`src/rtl/mul_pkg.sv`:
```
// Shared types and constants for the sequential multiplier.
//   op_e    : operation encoding on the request op field
//   state_e : control FSM states
//   STEPS   : shift-add iterations per operation
//   magnitude() : absolute value of a word when it is treated as signed
package mul_pkg;

    localparam int unsigned STEPS = 32;

    typedef enum logic [1:0] {
        OpMul    = 2'b00,
        OpMulh   = 2'b01,
        OpMulhsu = 2'b10,
        OpMulhu  = 2'b11
    } op_e;

    typedef enum logic [1:0] {
        StIdle = 2'b00,
        StBusy = 2'b01,
        StDone = 2'b10
    } state_e;

    function automatic logic [31:0] magnitude(input logic [31:0] v, input logic is_signed);
        return (is_signed && v[31]) ? (~v + 32'd1) : v;
    endfunction

endpackage

```
`src/rtl/mul_seq_if.sv`:
```
// Request/response bundle of the sequential multiplier.
//   master : requester side (drives in_valid/op/rs1/rs2/flush/out_ready)
//   slave  : multiplier side (drives in_ready/out_valid/result/busy)
interface mul_seq_if #(
    parameter int unsigned XLEN = 32
) ();
    import mul_pkg::*;

    logic            in_valid;
    logic            in_ready;
    op_e             op;
    logic [XLEN-1:0] rs1;
    logic [XLEN-1:0] rs2;
    logic            flush;
    logic            out_valid;
    logic            out_ready;
    logic [XLEN-1:0] result;
    logic            busy;

    modport master (
        output in_valid, op, rs1, rs2, flush, out_ready,
        input  in_ready, out_valid, result, busy
    );

    modport slave (
        input  in_valid, op, rs1, rs2, flush, out_ready,
        output in_ready, out_valid, result, busy
    );

endinterface

```
`src/rtl/mul_seq_fsm.sv`:
```
// Control FSM and step counter of the sequential multiplier.
// Ports:
//   clk, rst_n   : clock, asynchronous active-low reset
//   in_valid_i   : request present
//   flush_i      : abort in-flight operation
//   out_ready_i  : consumer takes result
//   in_ready_o   : idle, request can be accepted
//   out_valid_o  : result available
//   busy_o       : operation in flight or result pending
//   load_o       : capture operands, clear accumulator
//   step_o       : perform one shift-add step
//   finish_o     : apply sign correction, result becomes final
module mul_seq_fsm
    import mul_pkg::*;
(
    input  logic clk,
    input  logic rst_n,
    input  logic in_valid_i,
    input  logic flush_i,
    input  logic out_ready_i,
    output logic in_ready_o,
    output logic out_valid_o,
    output logic busy_o,
    output logic load_o,
    output logic step_o,
    output logic finish_o
);

    state_e     state_q, state_d;
    logic [4:0] cnt_q, cnt_d;
    // Set once the counter has wrapped; the following cycle is the sign-correction cycle.
    logic       wrap_q, wrap_d;

    always_ff @(posedge clk or negedge rst_n) begin
        if (!rst_n) begin
            state_q <= StIdle;
            cnt_q   <= 5'd0;
            wrap_q  <= 1'b0;
        end else begin
            state_q <= state_d;
            cnt_q   <= cnt_d;
            wrap_q  <= wrap_d;
        end
    end

    always_comb begin
        state_d     = state_q;
        cnt_d       = cnt_q;
        wrap_d      = wrap_q;
        in_ready_o  = 1'b0;
        out_valid_o = 1'b0;
        busy_o      = 1'b0;
        load_o      = 1'b0;
        step_o      = 1'b0;
        finish_o    = 1'b0;
        unique case (state_q)
            StIdle: begin
                in_ready_o = 1'b1;
                // flush is ignored here, so a simultaneous request still goes in
                if (in_valid_i) begin
                    load_o  = 1'b1;
                    cnt_d   = 5'd0;
                    wrap_d  = 1'b0;
                    state_d = StBusy;
                end
            end
            StBusy: begin
                busy_o = 1'b1;
                if (flush_i) begin
                    cnt_d   = 5'd0;
                    wrap_d  = 1'b0;
                    state_d = StIdle;
                end else if (wrap_q) begin
                    finish_o = 1'b1;
                    wrap_d   = 1'b0;
                    state_d  = StDone;
                end else begin
                    step_o = 1'b1;
                    cnt_d  = cnt_q + 5'd1;
                    if (cnt_q == 5'(STEPS - 1)) begin
                        wrap_d = 1'b1;
                    end
                end
            end
            StDone: begin
                busy_o      = 1'b1;
                out_valid_o = 1'b1;
                if (flush_i || out_ready_i) begin
                    state_d = StIdle;
                end
            end
            default: state_d = StIdle;
        endcase
    end

endmodule

```
`src/rtl/mul_seq.sv`:
```
// Sequential 32x32 shift-add multiplier (MUL/MULH/MULHSU/MULHU).
// Operands are reduced to magnitudes on accept, multiplied unsigned one bit per
// cycle, and the 64-bit product is negated at the end when the signs differ.
// Ports:
//   clk, rst_n : clock, asynchronous active-low reset
//   bus        : request/response bundle (slave side)
module mul_seq
    import mul_pkg::*;
#(
    parameter int unsigned XLEN = 32
) (
    input  logic       clk,
    input  logic       rst_n,
    mul_seq_if.slave   bus
);

    logic load, step, finish, out_valid;

    mul_seq_fsm u_fsm (
        .clk         (clk),
        .rst_n       (rst_n),
        .in_valid_i  (bus.in_valid),
        .flush_i     (bus.flush),
        .out_ready_i (bus.out_ready),
        .in_ready_o  (bus.in_ready),
        .out_valid_o (out_valid),
        .busy_o      (bus.busy),
        .load_o      (load),
        .step_o      (step),
        .finish_o    (finish)
    );

    op_e               op_q, op_d;
    logic [XLEN-1:0]   mcand_q, mcand_d;
    logic [XLEN-1:0]   mplier_q, mplier_d;
    logic              neg_q, neg_d;
    logic [2*XLEN-1:0] acc_q, acc_d;
    logic [XLEN:0]     sum;

    always_ff @(posedge clk or negedge rst_n) begin
        if (!rst_n) begin
            op_q     <= OpMul;
            mcand_q  <= '0;
            mplier_q <= '0;
            neg_q    <= 1'b0;
            acc_q    <= '0;
        end else begin
            op_q     <= op_d;
            mcand_q  <= mcand_d;
            mplier_q <= mplier_d;
            neg_q    <= neg_d;
            acc_q    <= acc_d;
        end
    end

    always_comb begin
        op_d     = op_q;
        mcand_d  = mcand_q;
        mplier_d = mplier_q;
        neg_d    = neg_q;
        acc_d    = acc_q;
        // Carry out of the upper-half add is kept and shifted back in.
        sum      = {1'b0, acc_q[2*XLEN-1:XLEN]} + {1'b0, mcand_q};
        if (load) begin
            op_d     = bus.op;
            mcand_d  = magnitude(bus.rs1, (bus.op == OpMulh) || (bus.op == OpMulhsu));
            mplier_d = magnitude(bus.rs2, bus.op == OpMulh);
            unique case (bus.op)
                OpMulh:   neg_d = bus.rs1[XLEN-1] ^ bus.rs2[XLEN-1];
                OpMulhsu: neg_d = bus.rs1[XLEN-1];
                default:  neg_d = 1'b0;
            endcase
            acc_d    = '0;
        end else if (step) begin
            if (mplier_q[0]) begin
                acc_d = {sum, acc_q[XLEN-1:1]};
            end else begin
                acc_d = {1'b0, acc_q[2*XLEN-1:1]};
            end
            mplier_d = {1'b0, mplier_q[XLEN-1:1]};
        end else if (finish && neg_q) begin
            acc_d = ~acc_q + {{(2*XLEN-1){1'b0}}, 1'b1};
        end
    end

    assign bus.out_valid = out_valid;
    assign bus.result    = !out_valid      ? '0 :
                           (op_q == OpMul) ? acc_q[XLEN-1:0] : acc_q[2*XLEN-1:XLEN];

endmodule

```
`src/flat_wrapper.sv`:
```
// flat-port wrapper written by rule: the top's interface ports become plain ports
module mul_seq_flat import mul_pkg::*;
#(
    parameter int unsigned XLEN = 32
)
  (clk, rst_n, bus_in_valid, bus_op, bus_rs1, bus_rs2, bus_flush, bus_out_ready, bus_in_ready, bus_out_valid, bus_result, bus_busy);
  mul_seq_if #(.XLEN(XLEN)) bus_i ();
  input  logic clk;
  input  logic rst_n;
  input wire logic [$bits(bus_i.in_valid)-1:0] bus_in_valid;
  input wire logic [$bits(bus_i.op)-1:0] bus_op;
  input wire logic [$bits(bus_i.rs1)-1:0] bus_rs1;
  input wire logic [$bits(bus_i.rs2)-1:0] bus_rs2;
  input wire logic [$bits(bus_i.flush)-1:0] bus_flush;
  input wire logic [$bits(bus_i.out_ready)-1:0] bus_out_ready;
  output wire logic [$bits(bus_i.in_ready)-1:0] bus_in_ready;
  output wire logic [$bits(bus_i.out_valid)-1:0] bus_out_valid;
  output wire logic [$bits(bus_i.result)-1:0] bus_result;
  output wire logic [$bits(bus_i.busy)-1:0] bus_busy;
  assign bus_i.in_valid = bus_in_valid;
  assign bus_i.op = bus_op;
  assign bus_i.rs1 = bus_rs1;
  assign bus_i.rs2 = bus_rs2;
  assign bus_i.flush = bus_flush;
  assign bus_i.out_ready = bus_out_ready;
  assign bus_in_ready = bus_i.in_ready;
  assign bus_out_valid = bus_i.out_valid;
  assign bus_result = bus_i.result;
  assign bus_busy = bus_i.busy;
  mul_seq #(.XLEN(XLEN)) u_core (.clk(clk), .rst_n(rst_n), .bus(bus_i));
endmodule
```
`config.mk`:
```
export PLATFORM = sky130hd
export DESIGN_NAME = mul_seq_flat
export DESIGN_NICKNAME = d
export VERILOG_FILES = /design/src/rtl/mul_pkg.sv /design/src/rtl/mul_seq_if.sv /design/src/rtl/mul_seq_fsm.sv /design/src/rtl/mul_seq.sv /design/src/flat_wrapper.sv
export SDC_FILE = /design/constraint.sdc
export NUM_CORES = 1
export LEC_CHECK = 0
export CAP_MARGIN = 0
export CORE_MARGIN = 5
export CORE_UTILIZATION = 40
export DETAILED_ROUTE_END_ITERATION = 6
export PLACE_DENSITY = 0.61
export SKIP_CTS_REPAIR_TIMING = 1
export SYNTH_ARGS = -nofsm -noshare
export SYNTH_HDL_FRONTEND = slang
export SYNTH_HIERARCHICAL = 1
export SYNTH_SLANG_ARGS = --single-unit
```
`constraint.sdc`:
```
create_clock -name clk -period 9.3 [get_ports clk]
set_input_delay 1.395 -clock clk [delete_from_list [all_inputs] [get_ports clk]]
set_output_delay 1.395 -clock clk [all_outputs]
set_load 0.1 [all_outputs]
```
# [Word-level counts from Yosys, hierarchy flattened]
# Cells that the tools add are included.
[word_totals] regBits=139 input_bits=71 output_inout_bits=35
[classes] addsub=5 eq_ne=9 muxes=36 bitwise_logic=4 reduce_logical=14
[ops] op="64-bit 2-to-1 mux" count=4
[ops] op="32-bit 2-to-1 mux" count=6
[ops] op="32-bit by 1-bit adder with 32-bit output, second input constant" count=2
[ops] op="64-bit by 1-bit adder with 64-bit output, second input constant" count=1
[ops] op="32-bit NOT" count=2
[ops] op="64-bit NOT" count=1
[ops] op="32-bit by 32-bit adder with 33-bit output" count=1
[ops] op="1-bit 2-to-1 mux" count=15
[ops] op="5-bit 2-to-1 mux" count=3
[ops] op="5-bit one-hot mux with 2 select lines" count=1
[ops] op="2-bit 2-to-1 mux" count=4
[ops] op="3-bit != test, second input constant" count=2
[ops] op="2-bit one-hot mux with 3 select lines" count=1
[ops] op="3-bit AND reduction" count=2
[ops] op="5-bit by 1-bit adder with 5-bit output, second input constant" count=1
[ops] op="5-bit equality test, second input constant" count=1
[ops] op="2-bit by 1-bit equality test with 1-bit output, second input constant" count=2
[ops] op="2-bit equality test, second input constant" count=2
[ops] op="2-bit zero test" count=2
[ops] op="2-bit != test, second input constant" count=2
[ops] op="1-bit one-hot mux with 2 select lines" count=2
[ops] op="2-bit nonzero test" count=2
[ops] op="1-bit logical AND" count=3
[ops] op="3-bit nonzero test" count=1
[ops] op="4 further kinds" count=5

# [Depth between registers and ports, before layout]
[depth] depth_word=7 mapped_depth=12 ltp_nobuf=12

# [Hierarchy]
# Netlist, hierarchy kept.
[by_module_without_submodules] module="mul_seq" instances=1 cells_each=1297 area_each_um2=10261.1 seq_area_each_um2=3278.1
[by_module_without_submodules] module="mul_seq_fsm" instances=1 cells_each=52 area_each_um2=509.2 seq_area_each_um2=200.2

# [Worst setup path before layout]
# Ideal clock, no wire load.
[synth_timing] kind="reg-to-output" start="register u_core.u_fsm.state_q[0]" end="output port bus_result[10]" t_arrival_ps=3824 setup_slack_ps=4081 path_stages_with_launch=5 path_buffers=1 cell_sequence="dfrtp_1 -> inv_1 -> ha_1 -> clkbuf_1 -> a21boi_0"
[synth_via] elab_chain_len=3
[synth_rtl] element="from (decl)" line_no="mul_seq_fsm.sv:29" rtl="state_e state_q, state_d;"
[synth_rtl] element="from (signal assigned)" line_no="mul_seq_fsm.sv:36" rtl="state_q <= StIdle;"
[synth_rtl] element="from (signal assigned)" line_no="mul_seq_fsm.sv:40" rtl="state_q <= state_d;"
[synth_rtl] element="2-bit equality test" line_no="mul_seq_fsm.sv:56" rtl="unique case (state_q)"
[synth_rtl] element="1-bit 2-to-1 mux" line_no="mul_seq_fsm.sv:56"
[synth_rtl] element="net bus_out_valid" line_no="flat_wrapper.sv:17" rtl="output wire logic [$bits(bus_i.out_valid)-1:0] bus_out_valid;"
[synth_rtl] element="32-bit 2-to-1 mux" line_no="mul_seq.sv:87" rtl="assign bus.result = !out_valid ? '0 :"
[synth_rtl] element="to (decl)" line_no="flat_wrapper.sv:18" rtl="output wire logic [$bits(bus_i.result)-1:0] bus_result;"
# The timed path passes the listed nets, and every way through them passes these cells.

# [Final worst setup path]
[layout_timing] start="register u_core.u_fsm.state_q[0]" end="output port bus_result[9]"
[layout_via] elab_chain_len=3
[layout_rtl] element="2-bit equality test" line_no="mul_seq_fsm.sv:56"
[layout_rtl] element="1-bit 2-to-1 mux" line_no="mul_seq_fsm.sv:56"
[layout_rtl] element="32-bit 2-to-1 mux" line_no="mul_seq.sv:87"
# No other way between the ends.

==> impl_metrics.csv <==
group,metric,value,unit
synthesis,synth_top_area_frac,0.3230,
sta,fin_tns_setup,0,ns
synthesis,synth_edf_count,0,
synthesis,netlist_top_cells_count,"nor2_1 (181), a21oi_1 (153), nand2_1 (151), dfrtp_1 (139), o21ai_0 (84)",
global_route,grt_max_degree,108,
clock_tree,cts.sinks,139,
power_and_ir_drop,combPwrFrac,0.554,
sta,hold_viol,0,
global_route,antenna_found_initial,0,
power_and_ir_drop,seqPwrFrac,0.270,
synthesis,syn_avg_cell_area,7.984,sq um
placed_design,portBuffers,105,
power_and_ir_drop,ir_drop,0.1478,mV
clock_tree,htreeDepth,4,
routing,post_drt_wl_per_cell,16.34,microns
cells_and_area,num_antenna_cells,0,
synthesis,synth_nets,1463,
sta,max_slew_margin,0.2736,
synthesis,synth_warnings,6,
die,ios,106,
worst_setup_path,reg2reg_from,"u_core/acc_q[45]$_DFFE_PN0P_",
synthesis,netlist_instances,1349,
power_and_ir_drop,p_per_area,310.1,nW/um^2
routing,vias_per_cell,5.510,
sta,min_period,4.800,ns
sta,grt_setup_unrepaired,"no",
routing,drc,0,
min_path,min_to,"u_core/neg_q$_DFFE_PN0P_",
clock_tree,path_clk_slew,0.06,ns
worst_setup_path,r2r_slack,5.71,ns
power_and_ir_drop,power.clock.fraction,0.176,
clock_tree,cts_buffer_depth,2,
synthesis,synth_seq_cells,139,
min_path,min_delay_path_depth,1,
cells_and_area,area_delta_synth_final,17.31,%
synthesis,synth_cell_types,68,
sta,max_freq,208.3,MHz
power_and_ir_drop,p_sw_frac,0.4708,
cells_and_area,drive_gt1_frac,0.04933,
placed_design,dp_hpwl,20680,microns
sta,final_max_slew_viol_count,0,
clock_tree,cts_buffers,17,
power_and_ir_drop,p_leak,5.164,nW
sta,setup_viol,0,
worst_setup_path,path_class,"reg -> out",
die,die_h,174.1,microns
routing,wirelength,28750,microns
die,start_util,0.4030,
job,maxCapViolCount,0,
placed_design,gp_congestion,0.9248,
worst_setup_path,r2r_cells,10,
sta,post-route-period-util,0.5161,
global_route,grt_pass1_vias,9527,
die,die_w,174.1,microns
clock_tree,cts_tree,"done",
power_and_ir_drop,p_int,2.073,mW
global_route,grt_pass1_wl,47620,microns
worst_setup_path,critPathLaunchType,"flop",
worst_setup_path,cp_slowest_cell,"clkdlybuf4s50_1",
die,coreArea,26730,sq um
worst_setup_path,endpoint_kind,"output port",
cells_and_area,nNetsFinal,1520,
sta,fin_worst_skew,0.009400,ns
routing,vias,9698,
worst_setup_path,timing.rr.end,"u_core/acc_q[62]$_DFFE_PN0P_",
clock_tree,cts_root_buf,"clkbuf_16",
worst_setup_path,worstPathCellList,"inv_1, ha_1, a21boi_0, clkdlybuf4s50_1",
global_route,overflow,0,
synthesis,ys_seq_area_frac,0.3230,
routing,final_antenna_net_count,0,
routing,drtPass1Iterations,5,
synthesis,yosysTopAreaCell,"dfrtp_1",
routing,drt-initial-drc-count,679,
power_and_ir_drop,power.switching,1.844,mW
sta,worst_pin_slew,1.086,ns
synthesis,yosysMostFrequentCell,"nor2_1",
worst_setup_path,crit_required,7.91,ns
synthesis,yosys-top-cells-area,"dfrtp_1 (32%), a21oi_1 (7.1%), nor2_1 (6.3%)",
global_route,globalRouteTotalUtil,0.1885,
synthesis,async_flop_share,1.000,
sta,hold_ws,0.5255,ns
synthesis,netlist_area,10770,sq um
min_path,hold_class,"reg -> reg",
die,dieArea,30310,sq um
synthesis,synthFlopType,"dfrtp_1",
worst_setup_path,critPathArrivalTime,3.40,ns
run_status,status,"complete, no violations",
clock_tree,clk_latency,0.43,ns
worst_setup_path,max_stage_delay,1.20,ns
worst_setup_path,path_max_fanout,34,
min_path,min_from,"u_core/neg_q$_DFFE_PN0P_",
die,row_count,60,
cell families after synthesis:
| kind of cell | share of synthesized area |
|---|---|
| AOI/OAI and AO/OA | 0.2273 |
| DFF | 0.3230 |
| adders and majority gates | 0.05065 |
| buffers and inverters | 0.03973 |
| xor gates and xnor gates | 0.1138 |
| and+or+nand+nor | 0.2020 |
| muxes | 0.04345 |
critical path, delay by kind of cell (launching register included):
| family | cells | cell delay (ns) |
|---|---|---|
| buffers and inverters | 2 | 1.30 |
| adder cells (fa/ha/maj) | 1 | 0.89 |
| AO/OA/AOI/OAI | 1 | 0.40 |
| flip-flops | 1 | 0.38 |
metrics by stage:
| step | setup WS [ns] | area, sq um | utilization | power, mW | std cells |
|---|---|---|---|---|---|
| final | 4.500 | 12630 | 0.4728 | 3.918 | 1760 |
| after global routing | 4.301 | 12630 | 0.4728 | 4.259 | 1760 |
| after CTS | 4.489 | 12630 | 0.4728 | 3.946 | 1760 |
| after detailed placement | 4.771 | 12040 | 0.4505 | 3.235 | 1728 |
| after global placement | 4.840 | 12040 | 0.4505 | 3.207 | 1728 |
| after floorplan | 4.081 | 10770 | - | 2.699 | 1349 |
how the worst max path moves through the flow:
stage / from / to / slack (ns) / depth (start not counted)
2_1_floorplan: u_core/u_fsm/state_q[0]$_DFFE_PN0P_ / bus_result[10] / 4.08 / 4
3_3_place_gp: bus_flush / u_core/acc_q[48]$_DFFE_PN0P_ / 4.84 / 8
3_5_place_dp: bus_flush / u_core/acc_q[48]$_DFFE_PN0P_ / 4.77 / 8
4_1_cts: u_core/u_fsm/state_q[0]$_DFFE_PN0P_ / bus_result[27] / 4.49 / 4
5_1_grt: u_core/u_fsm/state_q[0]$_DFFE_PN0P_ / bus_result[30] / 4.30 / 4
6_report: u_core/u_fsm/state_q[0]$_DFFE_PN0P_ / bus_result[9] / 4.50 / 4
layer usage:
metal | GRT usage | wire length, microns | up-vias
met5 | 0 | 0 | -
met4 | 0.06236 | 614 | 0
met3 | 0.03219 | 1089 | 39
met2 | 0.3275 | 14240 | 188
met1 | 0.2381 | 12810 | 4585
li1 | - | - | 4886
cell usage in the layout, fill, tap and decap left out, drive strengths merged, types with 18 or more instances in the layout:
cell / count
a211oi: 28
a21boi: 34
a21oi: 153
clkbuf: 20
clkdlybuf4s50: 104
dfrtp: 139
ha: 42
inv: 38
mux2i: 40
nand2: 151
nor2: 181
nor3: 21
o21ai: 86
o31ai: 26
or4: 18
xnor2: 66
xor2: 74
registers in the layout, summed over array words and instances (netlist names):
register / flops
u_core/mcand_q: 32
u_core/op_q: 2
u_core/u_fsm/state_q: 2
u_core/acc_q: 64
u_core/neg_q: 1
u_core/mplier_q: 32
u_core/u_fsm/cnt_q: 5
u_core/u_fsm/wrap_q: 1
area by class of cell:
type,instances,area (sq um)
Multi-Input combinational cell,1098,6877
Clock inverter,12,137.6
Fill cell,2650,14090
Sequential cell,139,3478
Timing Repair Buffer,115,1127
Clock buffer,20,456.7
Inverter,35,131.4
Tap cell,341,426.7
power by group through the flow:
stage | logic, mW | clock network (mW) | registers (mW)
after floorplan | 1.73 | 0 | 0.970
after global placement | 2.14 | 0 | 1.07
after detailed placement | 2.16 | 0 | 1.07
after CTS | 2.18 | 0.704 | 1.06
after global routing | 2.44 | 0.731 | 1.09
final | 2.17 | 0.688 | 1.06
No activity file was read; power rests on OpenSTA's default activity.
